===== src/rtl/ifetch_queue.sv =====
// Instruction prefetch queue: single-outstanding fetch requester feeding a
// small {pc,instr} FIFO, with redirect flush and misaligned-target exception.
module ifetch_queue #(
   parameter int unsigned DEPTH        = 4,
   parameter logic [31:0] RESET_VECTOR = 32'h0000_0000,
   parameter logic [31:0] EXC_VECTOR   = 32'h0000_0004
) (
   input  logic                     clk,
   input  logic                     resetb,
   output logic                     im_req,
   output logic [31:0]              im_addr,
   input  logic                     im_valid,
   input  logic [31:0]              im_do,
   output logic                     fd_valid,
   output logic [31:0]              fd_instr,
   output logic [31:0]              fd_pc,
   input  logic                     fd_ready,
   input  logic                     redir_valid,
   input  logic [31:0]              redir_pc,
   output logic                     exc_valid,
   output logic [31:0]              exc_mepc,
   output logic [31:0]              exc_mcause,
   output logic [$clog2(DEPTH):0]   fq_count
);

   localparam int AW = $clog2(DEPTH);
   localparam logic [AW:0] DEPTH_C = (AW+1)'(DEPTH);

   logic [31:0]   fetch_pc;
   logic [31:0]   req_pc;
   logic [31:0]   pc_mem    [DEPTH];
   logic [31:0]   instr_mem [DEPTH];
   logic [AW-1:0] rd_ptr;
   logic [AW-1:0] wr_ptr;
   logic          outstanding;
   logic          discard;

   logic          resp;
   logic          pending;
   logic          push;
   logic          pop;
   logic          issue;
   logic [AW:0]   occ;

   // A response only counts if it answers a request made since reset.
   always_comb begin
      resp    = im_valid & outstanding;
      pending = resp & ~discard;
      occ     = fq_count + {{AW{1'b0}}, pending};
      issue   = resetb & (~outstanding | resp) & (occ < DEPTH_C) & ~redir_valid;
      push    = pending & ~redir_valid;
      pop     = fd_valid & fd_ready & ~redir_valid;
   end

   assign im_req   = issue;
   assign im_addr  = fetch_pc;
   assign fd_valid = (fq_count != '0);
   assign fd_pc    = pc_mem[rd_ptr];
   assign fd_instr = instr_mem[rd_ptr];

   always_ff @(posedge clk) begin
      if (push) begin
         pc_mem[wr_ptr]    <= req_pc;
         instr_mem[wr_ptr] <= im_do;
      end
   end

   always_ff @(posedge clk or negedge resetb) begin
      if (!resetb) begin
         fetch_pc    <= RESET_VECTOR;
         req_pc      <= '0;
         rd_ptr      <= '0;
         wr_ptr      <= '0;
         fq_count    <= '0;
         outstanding <= 1'b0;
         discard     <= 1'b0;
         exc_valid   <= 1'b0;
         exc_mepc    <= '0;
         exc_mcause  <= '0;
      end else if (redir_valid) begin
         rd_ptr      <= '0;
         wr_ptr      <= '0;
         fq_count    <= '0;
         // An in-flight request not answered now must be dropped later.
         outstanding <= outstanding & ~resp;
         discard     <= outstanding & ~resp;
         if (redir_pc[1:0] == 2'b00) begin
            fetch_pc  <= redir_pc;
            exc_valid <= 1'b0;
         end else begin
            fetch_pc   <= EXC_VECTOR;
            exc_valid  <= 1'b1;
            exc_mepc   <= redir_pc;
            exc_mcause <= '0;
         end
      end else begin
         exc_valid <= 1'b0;
         if (issue) begin
            req_pc      <= fetch_pc;
            fetch_pc    <= fetch_pc + 32'd4;
            outstanding <= 1'b1;
         end else if (resp) begin
            outstanding <= 1'b0;
         end
         if (resp && discard) begin
            discard <= 1'b0;
         end
         if (push) begin
            wr_ptr <= wr_ptr + 1'b1;
         end
         if (pop) begin
            rd_ptr <= rd_ptr + 1'b1;
         end
         fq_count <= fq_count + {{AW{1'b0}}, push} - {{AW{1'b0}}, pop};
      end
   end

endmodule

===== config.mk =====
export PLATFORM = sky130hd
export DESIGN_NAME = ifetch_queue
export DESIGN_NICKNAME = d
export VERILOG_FILES = /design/src/rtl/ifetch_queue.sv
export SDC_FILE = /design/constraint.sdc
export NUM_CORES = 1
export LEC_CHECK = 0
export CAP_MARGIN = 20
export CORE_MARGIN = 2
export CORE_UTILIZATION = 50
export CTS_BUF_LIST = sky130_fd_sc_hd__clkbuf_8
export DETAILED_ROUTE_END_ITERATION = 12
export GPL_TIMING_DRIVEN = 0
export PLACE_DENSITY = 0.78
export SYNTH_ARGS = -nofsm -noshare
export SYNTH_HDL_FRONTEND = slang
export SYNTH_SLANG_ARGS = --single-unit
export TNS_END_PERCENT = 50

===== constraint.sdc =====
create_clock -name clk -period 2.5 [get_ports clk]
set_input_delay 0.25 -clock clk [delete_from_list [all_inputs] [get_ports clk]]
set_output_delay 0.25 -clock clk [all_outputs]
set_load 0.05 [all_outputs]

Word-level counts from Yosys, hierarchy flattened
Memories as Yosys holds them, arrays and structs flattened.
Cells that the tools add are included.
{ "word_totals": {"register_bits": 106, "ramBits": 256, "output_inout_bits": 166, "word_cells": 60, "memories": 2} }
{ "classes": {"addsub": 6, "magnitude_cmp": 1, "n_mux": 17, "n_bitwise": 15, "reduce_logical": 10} }
{ "memory_table": {"columns": ["memory", "depth", "word_bits", "rd", "rd_clocked_by_memory_dff", "wr", "line", "text"], "rows": [
  ["instr_mem", 4, 32, 1, 0, 1, "32", "logic [31:0] instr_mem [DEPTH];"],
  ["pc_mem", 4, 32, 1, 0, 1, "31", "logic [31:0] pc_mem [DEPTH];"]
]} }
{ "op_table": {"columns": ["op", "count"], "rows": [
  ["32-bit 2-to-1 mux", 3],
  ["32-bit by 3-bit adder with 32-bit output, second input constant", 1],
  ["1-bit bitwise AND", 9],
  ["1-bit 2-to-1 mux", 9],
  ["2-bit 2-to-1 mux", 4],
  ["2-bit nonzero test", 4],
  ["3-bit by 1-bit adder with 3-bit output", 2],
  ["3-bit nonzero test", 2],
  ["1-bit inverter", 5],
  ["2-bit by 1-bit adder with 2-bit output, second input constant", 2],
  ["2-bit AND reduction", 2],
  ["3-bit less-than comparator, second input constant", 1],
  ["3-bit 2-to-1 mux", 1],
  ["3-bit by 1-bit subtractor with 3-bit output", 1],
  ["2-bit zero test", 1],
  ["1-bit logical AND", 1],
  ["1-bit bitwise OR", 1]
]} }

Depth between registers and ports, before layout
Gate-level depths: netlist of run 1.
{ "logic_depth": {"word_depth": 8, "ltp_mapped": 11, "mapped_depth_nobuf": 11} }

Worst setup path before layout of run 1
No wires, ideal clock.
{ "synth_timing": {"path_type": "reg2reg", "start": "reg fq_count[2]", "end": "reg fq_count[2]", "setup_ns": 0.132, "arrival_time_ns": 2.728, "required_time_ns": 2.368, "path_slack_ns": -0.360, "path_stages_with_launch": 12, "path_buffers": 0, "cell_sequence": "dfrtp_1 -> or3_1 -> nand2_1 -> nor2_1 -> ha_1 -> inv_1 -> ha_1 -> inv_1 -> fa_1 -> xor2_1 -> xnor2_1 -> nor2_1"} }
{ "synth_between": {"elab_chain_len": 5, "elab_cells_between_ends": 6, "classes_between": "add/sub: 2; mux: 1; bitwise: 2; reduce/logical: 1"} }
{ "synth_rtl": {"columns": ["element", "line", "text"], "rows": [
  ["from (decl)", "23", "output logic [$clog2(DEPTH):0] fq_count"],
  ["from (signal assigned)", "114", "fq_count <= fq_count + {{AW{1'b0}}, push} - {{AW{1'b0}}, pop};"],
  ["3-bit nonzero test", "57", "assign fd_valid = (fq_count != '0);"],
  ["via fd_valid", "14", "output logic fd_valid,"],
  ["1-bit bitwise AND (2 in a row)", "52", "pop = fd_valid & fd_ready & ~redir_valid;"],
  ["3-bit by 1-bit subtractor with 3-bit output", "114", null],
  ["3-bit 2-to-1 mux", "80", "end else if (redir_valid) begin"]
]} }
The timed path passes the listed nets, and every way through them passes these cells.
A chain may end at the register's enable or synchronous reset.

Worst setup path in the final report of run 1
{ "layout_timing": {"start": "reg fq_count[1]", "end": "reg fq_count[2]"} }
{ "layout_between": {"elab_chain_len": 5, "elab_cells_between_ends": 6, "classes_between": "add/sub: 2; mux: 1; bitwise: 2; reduce/logical: 1"} }
{ "layout_rtl": {"columns": ["element", "line"], "rows": [
  ["parallel branches: the longest is 3 deep, another holds 3-bit by 1-bit adder with 3-bit output", null],
  ["3-bit by 1-bit subtractor with 3-bit output (*)", "114"],
  ["3-bit 2-to-1 mux (*)", "80"]
]} }
Every way passes the cells marked *.

==> out/metrics.yaml, run 1 <==
ys.flop_type: "edfxtp_1"
dpl.hpwl_microns: 21440
firstDrtPassIters: 5
routed_wl_microns: 32920
postSynth.asyncResetShare: 0.2928
netlist_area_sq_mm: 0.01457
leakage_nw: 7.145
yosysSeqAreaShare: 0.7097
ios: 235
cellPowerDensity_mw_per_mm2: 891.0
crit_arrival_ns: 2.93
skew_ns: 0.02426
synth_cells: 829
criticalPathCategory: "reg2reg"
htreeDepth: 2
period_share: 0.9799
ys_types: 66
finalPower_mw: 16.57
crit_path_end_kind: "flip-flop"
hold_viol_final: 0
status: "completed"
nNetsFinal: 1218
die_w_microns: 174.7
area_growth_pct: 27.66
hold-worst-slack_ns: 0.2138
drive_gt1_frac: 0.2743
core_area_sq_mm: 0.02870
synth_warnings: 0
initial_core_util: 0.5076
routedWlPerCell_microns: 20.86
fin_crit_ns: 2.450
grt_overflow: 0
tns_ns: 0
max_freq_mhz: 408.2
placed_area_sq_mm: 0.01733
grt_max_degree: 67
cts-root-buf: "clkbuf_8"
postSynthAreaPerCell_sq_um: 17.57
cts_inserted_buffers: 59
antenna_found_initial: 3
dpl_worst_slack_ns: -0.8156
drt_iter0_drc: 838
start_kind: "flip-flop"
worstMarginPinSlew_ns: 0.8431
postRouteAntennaNets: 0
final_area_sq_mm: 0.01860
die_area_sq_mm: 0.03052
cts.sinks: 362
io_buffers: 202
clk_latency_ns: 0.61
ir_drop_v: 0.0004432
ys_ff_latch: 362
die_height_microns: 174.7
maxCapViolCount: 0
rows: 62
slew_headroom: 0.4379
rsz0062_at_grt: "yes"
finalWeightedCongestion: 0.8093
grt_pass1_vias: 8716
grtUsageTotal: 0.2156
synth_edf_count: 256
clockBufferDepth: 3
hp-class: "in2async"
worstPathRequired_ns: 2.98
grt_pass1_wl_microns: 50030
viasPerCell: 5.458
path_clk_slew_ns: 0.06
tritoncts: "yes"
drc: 0
setup-violations-final: 0
fin_ws_ns: 0.05021
slew_violations: 0
via_count: 8613
crit_fanout: 3
power by group:
part	switching, mW	internal [mW]
clock	2.26	2.74
combinational	2.85	1.67
sequential	0.267	6.79
critical path, cell delays in order (launching register included):
cell and delay (ns):
dfrtp_2 0.43, buf_6 0.13, or3_4 0.40, nand2_4 0.08
nor2_1 0.04, ha_1 0.27, inv_1 0.06, ha_1 0.14
inv_1 0.05, fa_2 0.33, xor2_1 0.18, xnor2_1 0.16
nor2_1 0.05
final timing paths:
path | start | end | slack, ns | cells after the start
max in group asynchronous | resetb | im_addr[27] | 1.96 | 3
min in group clk | redir_pc[3] | im_addr[3] | 0.28 | 3
max | fq_count[1] | fq_count[2] | 0.05 | 12
min | resetb | im_addr[20] | 0.21 | 3
min reg2reg | exc_mepc[2] | exc_mepc[2] | 0.49 | 2
max reg2reg | fq_count[1] | fq_count[2] | 0.05 | 12
per-layer routing:
layer | track usage | vias to the layer above | share of wire
li1 | - | 3839 | -
met1 | 0.2926 | 4302 | 0.41
met2 | 0.3368 | 406 | 0.47
met5 | 0 | - | 0
met4 | 0.08403 | 0 | 0.028
met3 | 0.05744 | 66 | 0.091
synthesized netlist by cell type (12+ instances only):
cell type | n | share of area
edfxtp_1 | 256 | 0.53
dfrtp_1 | 106 | 0.18
mux4_2 | 64 | 0.099
nand2_1 | 50 | 0.013
buf_4 | 33 | 0.017
mux2_1 | 30 | 0.023
mux2_2 | 29 | 0.022
a21oi_1 | 28 | 0.0096
nor2_1 | 20 | 0.0052
and2_1 | 15 | 0.0064
nand3_1 | 15 | 0.0052
clkbuf_1 | 14 | 0.0036
and3_1 | 12 | 0.0052
repair_timing:
item                       in CTS  in global routing
setup buffers                   5                  6
gates resized for setup       291                 33
pin swaps                       1                  6
setup endpoints to repair      67                 38
hold buffers                    2                  0
gates cloned                    0                  0
hold endpoints to repair       45                  0
kinds of logic (layout without fill, tap and decap cells):
kind of cell    after synthesis  after routing  synth area share
mux                         124            124            0.1452
buf+inv                      80            412           0.03160
compound gates              102            102           0.04758
xor+xnor                      6              6          0.003608
fa+ha+maj                     8              8          0.007386
simple gates                146            146           0.05462
other cells                   1             34         0.0002574
flops                       362            362            0.7097
metrics by stage:
| stage | cells | util |
|---|---|---|
| final | 1578 | 0.6480 |
| after global routing | 1578 | 0.6480 |
| after CTS | 1570 | 0.6468 |
| after detailed placement | 1451 | 0.6039 |
| after global placement | 1446 | 0.5991 |
| after floorplan | 860 | - |
final cells by class:
cell class	count	area [sq um]
flip-flops and latches	362	10340
fillers	2105	10100
multi-input cells	418	3921
repair buffers	220	2111
clock buffers	63	867.1
plain buffers	68	518.0
well taps	384	480.5
clock inverters	49	304.0
inverters	12	47.55
diodes	2	5.005
state kept, by name, indices dropped and copies added, names as in the netlist:
register	count
discard	1
exc_mepc	32
exc_valid	1
fq_count	3
im_addr	32
instr_mem	128
outstanding	1
pc_mem	128
rd_ptr	2
req_pc	32
wr_ptr	2
placed cells by master, fill, tap and decap left out, drive strengths merged, types with 5 or more instances in the layout:
cell           count
a21boi             5
a21o               6
a21oi             28
a221oi             5
a31oi              7
and2              15
and3              12
buf              111
clkbuf            79
clkdlybuf4s15     19
clkdlybuf4s50    135
clkinv            19
conb              32
dfrtp            106
dlygate4sd2        6
edfxtp           256
ha                 7
inv               37
mux2              59
mux4              64
nand2             50
nand2b             5
nand3             15
nor2              20
nor3               9
o21a               7
o21ai             15
Power figures use the tool's default switching activity.
==> inputs of run 2 (changes only) <==
--- a/config.mk
+++ b/config.mk
@@ -11,6 +11,7 @@
 export CTS_BUF_LIST = sky130_fd_sc_hd__clkbuf_8
 export DETAILED_ROUTE_END_ITERATION = 12
 export GPL_TIMING_DRIVEN = 0
+export HOLD_SLACK_MARGIN = 0.1
 export PLACE_DENSITY = 0.78
 export SYNTH_ARGS = -nofsm -noshare
 export SYNTH_HDL_FRONTEND = slang
==> run 2 against run 1 <==
  * Worst setup slack better by 0.0029 ns
  * Utilization is 0.50 points higher
  * Sequential power hardly changed
  * Critical path type unchanged
  * Critical endpoint unchanged
  * Largest cell class unchanged
  * Cell count is 0.38% higher
  * Clock-buffer cell count stayed put
  * Largest power group unchanged
  * Worst hold slack better by 0.067 ns
==> out/metrics.yaml, run 2 (synthesis results as in run 1) <==
status: "completed"  # unchanged
ir_drop_v: 0.0004454  # was 0.0004432 V
viasPerCell: 5.449  # was 5.458
io_buffers: 202  # unchanged
mostFrequentLayoutCells: "256 x edfxtp_1, 135 x clkdlybuf4s50_1, 102 x dfrtp_1"  # unchanged
postRouteAntennaNets: 0  # unchanged
crit_family: "adder cells"  # unchanged
setup-violations-final: 0  # unchanged
firstDrtPassIters: 5  # unchanged
antenna_found_initial: 3  # unchanged
p_clk_frac: 0.301  # was 0.302
initial_core_util: 0.5076  # unchanged
fin_ws_ns: 0.05311  # was 0.05021 ns
drc: 0  # unchanged
place_inst: 1451  # unchanged
finalWeightedCongestion: 0.8093  # unchanged
clockBufferDepth: 3  # unchanged
dpl.hpwl_microns: 21440  # unchanged
reg_top3: "instr_mem x128, pc_mem x128"  # unchanged
crit_buf_inv: 3  # unchanged
combPwrFrac: 0.274  # was 0.272
p_seq_frac: 0.425  # was 0.426
routed_wl_microns: 33210  # was 32920 microns
instances_no_fill: 1584  # was 1578
cpMaxStageDelayCell: "dfrtp_2"  # unchanged
crit_arrival_ns: 2.92  # was 2.93 ns
p_sw_mw: 5.379  # was 5.372 mW
maxCapViolCount: 0  # unchanged
cts_inserted_buffers: 59  # unchanged
hold_viol_final: 0  # unchanged
via_count: 8631  # was 8613
layout_commonest_cell: "edfxtp_1"  # unchanged
grt_overflow: 0  # unchanged
hp-class: "in2reg"  # was in2async
slowest_delay_ns: 0.43  # about the same
criticalPathCategory: "reg2reg"  # unchanged
drt_iter0_drc: 853  # was 838
leakage_nw: 7.211  # was 7.145 nW
routedWlPerCell_microns: 20.96  # was 20.86 microns
slew_violations: 0  # unchanged
nNetsFinal: 1224  # was 1218
clk_latency_ns: 0.61  # about the same
grt_pass1_vias: 8761  # was 8716
skew_ns: 0.02412  # was 0.02426 ns
start_kind: "flip-flop"  # unchanged
dpl_worst_slack_ns: -0.8156  # unchanged
cts-root-buf: "clkbuf_8"  # unchanged
worstPathRequired_ns: 2.98  # about the same
die_height_microns: 174.7  # unchanged
grtUsageTotal: 0.2174  # was 0.2156
crit_fanout: 3  # unchanged
path_cells: "buf_6, or3_4, nand2_4, nor2_1, ha_1, inv_1, ha_1, inv_1, fa_2, xor2_1, xnor2_1, nor2_1"  # unchanged
htreeDepth: 2  # unchanged
period_share: 0.9788  # was 0.9799
ios: 235  # unchanged
rows: 62  # unchanged
core_area_sq_mm: 0.02870  # unchanged
cellPowerDensity_mw_per_mm2: 885.4  # was 891.0 mW/mm^2
grt_max_degree: 62  # was 67
die_w_microns: 174.7  # unchanged
slew_headroom: 0.4387  # was 0.4379
die_area_sq_mm: 0.03052  # unchanged
max_freq_mhz: 408.7  # was 408.2 MHz
worstMarginPinSlew_ns: 0.8419  # was 0.8431 ns
seq_area_sq_mm: 0.01034  # unchanged
crit_path_end_kind: "flip-flop"  # unchanged
multi_input_area_sq_mm: 0.003921  # unchanged
fin_crit_ns: 2.447  # was 2.450 ns
area_growth_pct: 28.65  # was 27.66%
p_int_mw: 11.22  # was 11.20 mW
cts.sinks: 362  # unchanged
path_clk_slew_ns: 0.06  # about the same
rsz0062_at_grt: "yes"  # unchanged
grt_pass1_wl_microns: 50380  # was 50030 microns
drive_gt1_frac: 0.2771  # was 0.2743
tritoncts: "yes"  # unchanged
final.fill_count: 2091  # was 2105
sw_frac_of_total: 0.3241  # was 0.3242
==> run 2: changes by cell type in the layout (fill, tap and decap cells not counted) <==
cell	previous run	this run
buf_8	5	4
buf_6	9	10
dlygate4sd3_1	1	2
buf_16	5	10
==> run 2: power by group through the flow <==
| stage | Clock [mW] | Combinational (mW) | Sequential (mW) |
|---|---|---|---|
| 2_1_floorplan | 0 | 2.69 | 7.49 |
| 4_1_cts | 5.11 | 4.52 | 7.06 |
| 5_1_grt | 5.38 | 4.76 | 7.09 |
| 3_3_place_gp | 0 | 4.46 | 7.15 |
| 3_5_place_dp | 0 | 4.51 | 7.17 |
| 6_report | 5.00 | 4.54 | 7.06 |
==> run 2: worst paths after layout <==
kind | to | start | cells past startpoint | slack [ns]
worst max-delay path | fq_count[2] | fq_count[1] | 12 | 0.05
max in group asynchronous | fq_count[1] | resetb | 8 | 1.02
worst max register to register | fq_count[2] | fq_count[1] | 12 | 0.05
worst min-delay path | im_addr[9] | redir_pc[9] | 3 | 0.28
min in group asynchronous | exc_mepc[12] | resetb | 7 | 0.66
worst min register to register | exc_mepc[2] | exc_mepc[2] | 2 | 0.49
==> run 2: timing repair <==
action                                  4_1_cts  5_1_grt
endpoints found under the setup margin       67       38
hold endpoints to repair                    106        0
hold buffers                                  8        0
buffers inserted                              5        6
gates resized for setup                     291       32
pin swaps                                     1        6
==> run 2: per-layer routing <==
metal | up-vias | share of wire | global-route usage
met5 | - | 0 | 0
met4 | 0 | 0.027 | 0.08333
met3 | 62 | 0.092 | 0.05766
met2 | 435 | 0.47 | 0.3394
met1 | 4282 | 0.41 | 0.2960
li1 | 3852 | - | -
==> run 2: layout make-up <==
| type | count | area share |
|---|---|---|
| diodes | 2 | 0.0002670 |
| plain buffers | 68 | 0.02744 |
| clock buffers | 63 | 0.04626 |
| clock inverters | 49 | 0.01622 |
| inverters | 12 | 0.002537 |
| multi-input cells | 418 | 0.2092 |
| flip-flops and latches | 362 | 0.5519 |
| well taps | 384 | 0.02563 |
| repair buffers | 226 | 0.1205 |
==> run 2: through the flow <==
stage	hold slack [ns]	utilization	total power [mW]	cell area, sq um	TNS (ns)
floorplan	-0.04559	-	10.18	14690	-28.70
global placement	0.4591	0.5991	11.61	17200	-1022.86
detailed placement	0.2230	0.6039	11.68	17330	-78.09
CTS	0.2431	0.6520	16.69	18710	-0.8128
global route	0.2769	0.6530	17.23	18740	-0.04091
finish	0.2813	0.6530	16.60	18740	0
==> run 2: tightest hold or removal path, stage by stage <==
cell and delay, ns:
clkdlybuf4s50_1 0.44, nand2_1 0.10, a21oi_1 0.06
==> inputs of run 3 (changes only) <==
--- a/config.mk
+++ b/config.mk
@@ -7,12 +7,13 @@
 export LEC_CHECK = 0
 export CAP_MARGIN = 20
 export CORE_MARGIN = 2
-export CORE_UTILIZATION = 50
+export CORE_UTILIZATION = 52
 export CTS_BUF_LIST = sky130_fd_sc_hd__clkbuf_8
 export DETAILED_ROUTE_END_ITERATION = 12
 export GPL_TIMING_DRIVEN = 0
 export HOLD_SLACK_MARGIN = 0.1
 export PLACE_DENSITY = 0.78
+export SETUP_SLACK_MARGIN = 0.2
 export SYNTH_ARGS = -nofsm -noshare
 export SYNTH_HDL_FRONTEND = slang
 export SYNTH_SLANG_ARGS = --single-unit
==> constraint.sdc (replaced) <==
create_clock -name clk -period 2.8 [get_ports clk]
set_input_delay 0.28 -clock clk [delete_from_list [all_inputs] [get_ports clk]]
set_output_delay 0.28 -clock clk [all_outputs]
set_load 0.05 [all_outputs]
==> run 3 against run 2 <==
  * Sequential share of layout area is 0.37 points higher
  * Global-route usage rose by 0.59 points
  * Critical endpoint is now fd_valid
  * Register-to-register slack improved by 0.24 ns
  * Cell count shrank 1.2%
  * Highest routed layer unchanged
  * Sequential power is 11% lower
  * First-iteration DRC count down 18%
==> out/metrics.yaml, run 3 (synthesis results as in run 1) <==
max_freq_mhz: 394.2
cts.sinks: 362  # unchanged
crit_fanout: 5  # was 3
htreeDepth: 2  # unchanged
grt_overflow: 0  # unchanged
ir_drop_v: 0.0004132  # was 0.0004454 V
rows: 61  # was 62
clockBufferDepth: 3  # unchanged
drive_gt1_frac: 0.2713  # was 0.2771
p_seq_frac: 0.427  # was 0.425
worstPathRequired_ns: 2.52  # was 2.98 ns
skew_ns: 0.009958  # was 0.02412 ns
grt_pass1_vias: 8678  # was 8761
p_int_mw: 10.02  # was 11.22 mW
fin_crit_ns: 2.537
grtUsageTotal: 0.2233  # was 0.2174
tritoncts: "yes"  # unchanged
postRouteAntennaNets: 0  # unchanged
rsz0062_at_grt: "yes"  # unchanged
grt_pass1_wl_microns: 49310  # was 50380 microns
sw_frac_of_total: 0.3201  # was 0.3241
io_buffers: 202  # unchanged
dpl.hpwl_microns: 20930  # was 21440 microns
die_w_microns: 171.4  # was 174.7 microns
slew_violations: 0  # unchanged
viasPerCell: 5.456  # was 5.449
core_area_sq_mm: 0.02771  # was 0.02870 sq mm
setup-violations-final: 0  # unchanged
slew_headroom: 0.5493  # was 0.4387
slowest_delay_ns: 0.74  # was 0.43 ns
grt_max_degree: 69  # was 62
leakage_nw: 7.152  # was 7.211 nW
routed_wl_microns: 32200  # was 33210 microns
firstDrtPassIters: 5  # unchanged
clk_latency_ns: 0.58  # was 0.61 ns
ios: 235  # unchanged
period_share: 0.9060
p_sw_mw: 4.717  # was 5.379 mW
p_clk_frac: 0.307  # was 0.301
reg2reg_depth: 12  # unchanged
worstMarginPinSlew_ns: 0.6760  # was 0.8419 ns
hold-worst-slack_ns: 0.1685  # was 0.2813 ns
nNetsFinal: 1215  # was 1224
criticalPathCategory: "reg2out"  # was reg2reg
area_growth_pct: 27.77  # was 28.65%
maxCapViolCount: 0  # unchanged
cts-root-buf: "clkbuf_8"  # unchanged
antenna_cells: 0  # was 2
hp-class: "in2async"  # was in2reg
die_area_sq_mm: 0.02937  # was 0.03052 sq mm
routedWlPerCell_microns: 20.57  # was 20.96 microns
reg_top3: "instr_mem x128, pc_mem x128"  # unchanged
die_height_microns: 171.4  # was 174.7 microns
cellPowerDensity_mw_per_mm2: 791.7  # was 885.4 mW/mm^2
drc: 0  # unchanged
combPwrFrac: 0.266  # was 0.274
cts_inserted_buffers: 57  # was 59
initial_core_util: 0.5259  # was 0.5076
path_clk_slew_ns: 0.06  # about the same
finalPower_mw: 14.74  # was 16.60 mW
antenna_found_initial: 0  # was 3
crit_arrival_ns: 2.26  # was 2.92 ns
via_count: 8539  # was 8631
hold_viol_final: 0  # unchanged
crit_path_end_kind: "output pin"  # was flip-flop
finalWeightedCongestion: 0.8653  # was 0.8093
cpMaxStageDelayCell: "clkdlybuf4s50_1"  # was dfrtp_2
layout_commonest_cell: "edfxtp_1"  # unchanged
start_kind: "flip-flop"  # unchanged
drt_iter0_drc: 697  # was 853
mostFrequentLayoutCells: "256 x edfxtp_1, 136 x clkdlybuf4s50_1, 104 x dfrtp_1"  # was 256 x edfxtp_1, 135 x clkdlybuf4s50_1, 102 x dfrtp_1
path_cells: "buf_4, or3_4, clkdlybuf4s50_1"  # was buf_6, or3_4, nand2_4, nor2_1, ha_1, inv_1, ha_1, inv_1, fa_2, xor2_1, xnor2_1, nor2_1
status: "completed"  # unchanged
[run 3: cell type report]
type,instances,area (sq um)
sequential,362,10340
fill,1970,9091
multi-input combinational,418,3916
timing repair buffer,219,2167
clock buffer,63,867.1
buffer,68,488.0
tap,378,473.0
clock inverter,45,315.3
inverter,12,45.04
[run 3: final timing paths]
kind	start	endpoint	slack, ns
max in group asynchronous	resetb	req_pc[18]	1.90
worst min-delay path	resetb	im_addr[30]	0.17
worst max-delay path	fq_count[1]	fd_valid	0.26
worst max register to register	fq_count[1]	fq_count[2]	0.29
min in group clk	redir_pc[11]	im_addr[11]	0.32
worst min register to register	exc_mepc[1]	exc_mepc[1]	0.49
[run 3: metrics by stage]
step	worst slack, ns	util	TNS, ns	area (sq um)	cells
6_report	0.2633	0.6719	0	18610	1565
2_1_floorplan	0.04714	-	0	14690	860
3_3_place_gp	-3.902	0.6204	-886.77	17190	1440
4_1_cts	-0.003878	0.6697	-0.003878	18550	1560
3_5_place_dp	-0.4731	0.6254	-14.05	17330	1445
5_1_grt	0.1639	0.6719	0	18610	1565
[run 3: power by group through the flow]
stage	Sequential [mW]	Combinational, mW	Clock, mW
2_1_floorplan	6.69	2.40	0
3_3_place_gp	6.38	3.97	0
3_5_place_dp	6.39	4.01	0
4_1_cts	6.29	3.91	4.63
5_1_grt	6.33	4.12	4.90
6_report	6.29	3.92	4.53
[run 3: repair_timing]
action	CTS	global route
setup buffers	0	5
resized for setup	267	26
endpoints found under the setup margin	66	22
pin swaps	0	2
cloned	0	0
hold buffers	7	0
hold endpoints to repair	106	0
[run 3: metal layers]
metal	up-vias	track usage	share of wire
li1	3814	-	-
met1	4303	0.3067	0.42
met2	363	0.3562	0.48
met3	59	0.05983	0.085
met4	0	0.06338	0.018
met5	-	0	0
[run 3: critical path: cells and delay by family (launching register included)]
kind | cells | cell delay, ns
flops | 1 | 0.44
buf+inv | 2 | 0.89
simple gates | 1 | 0.34
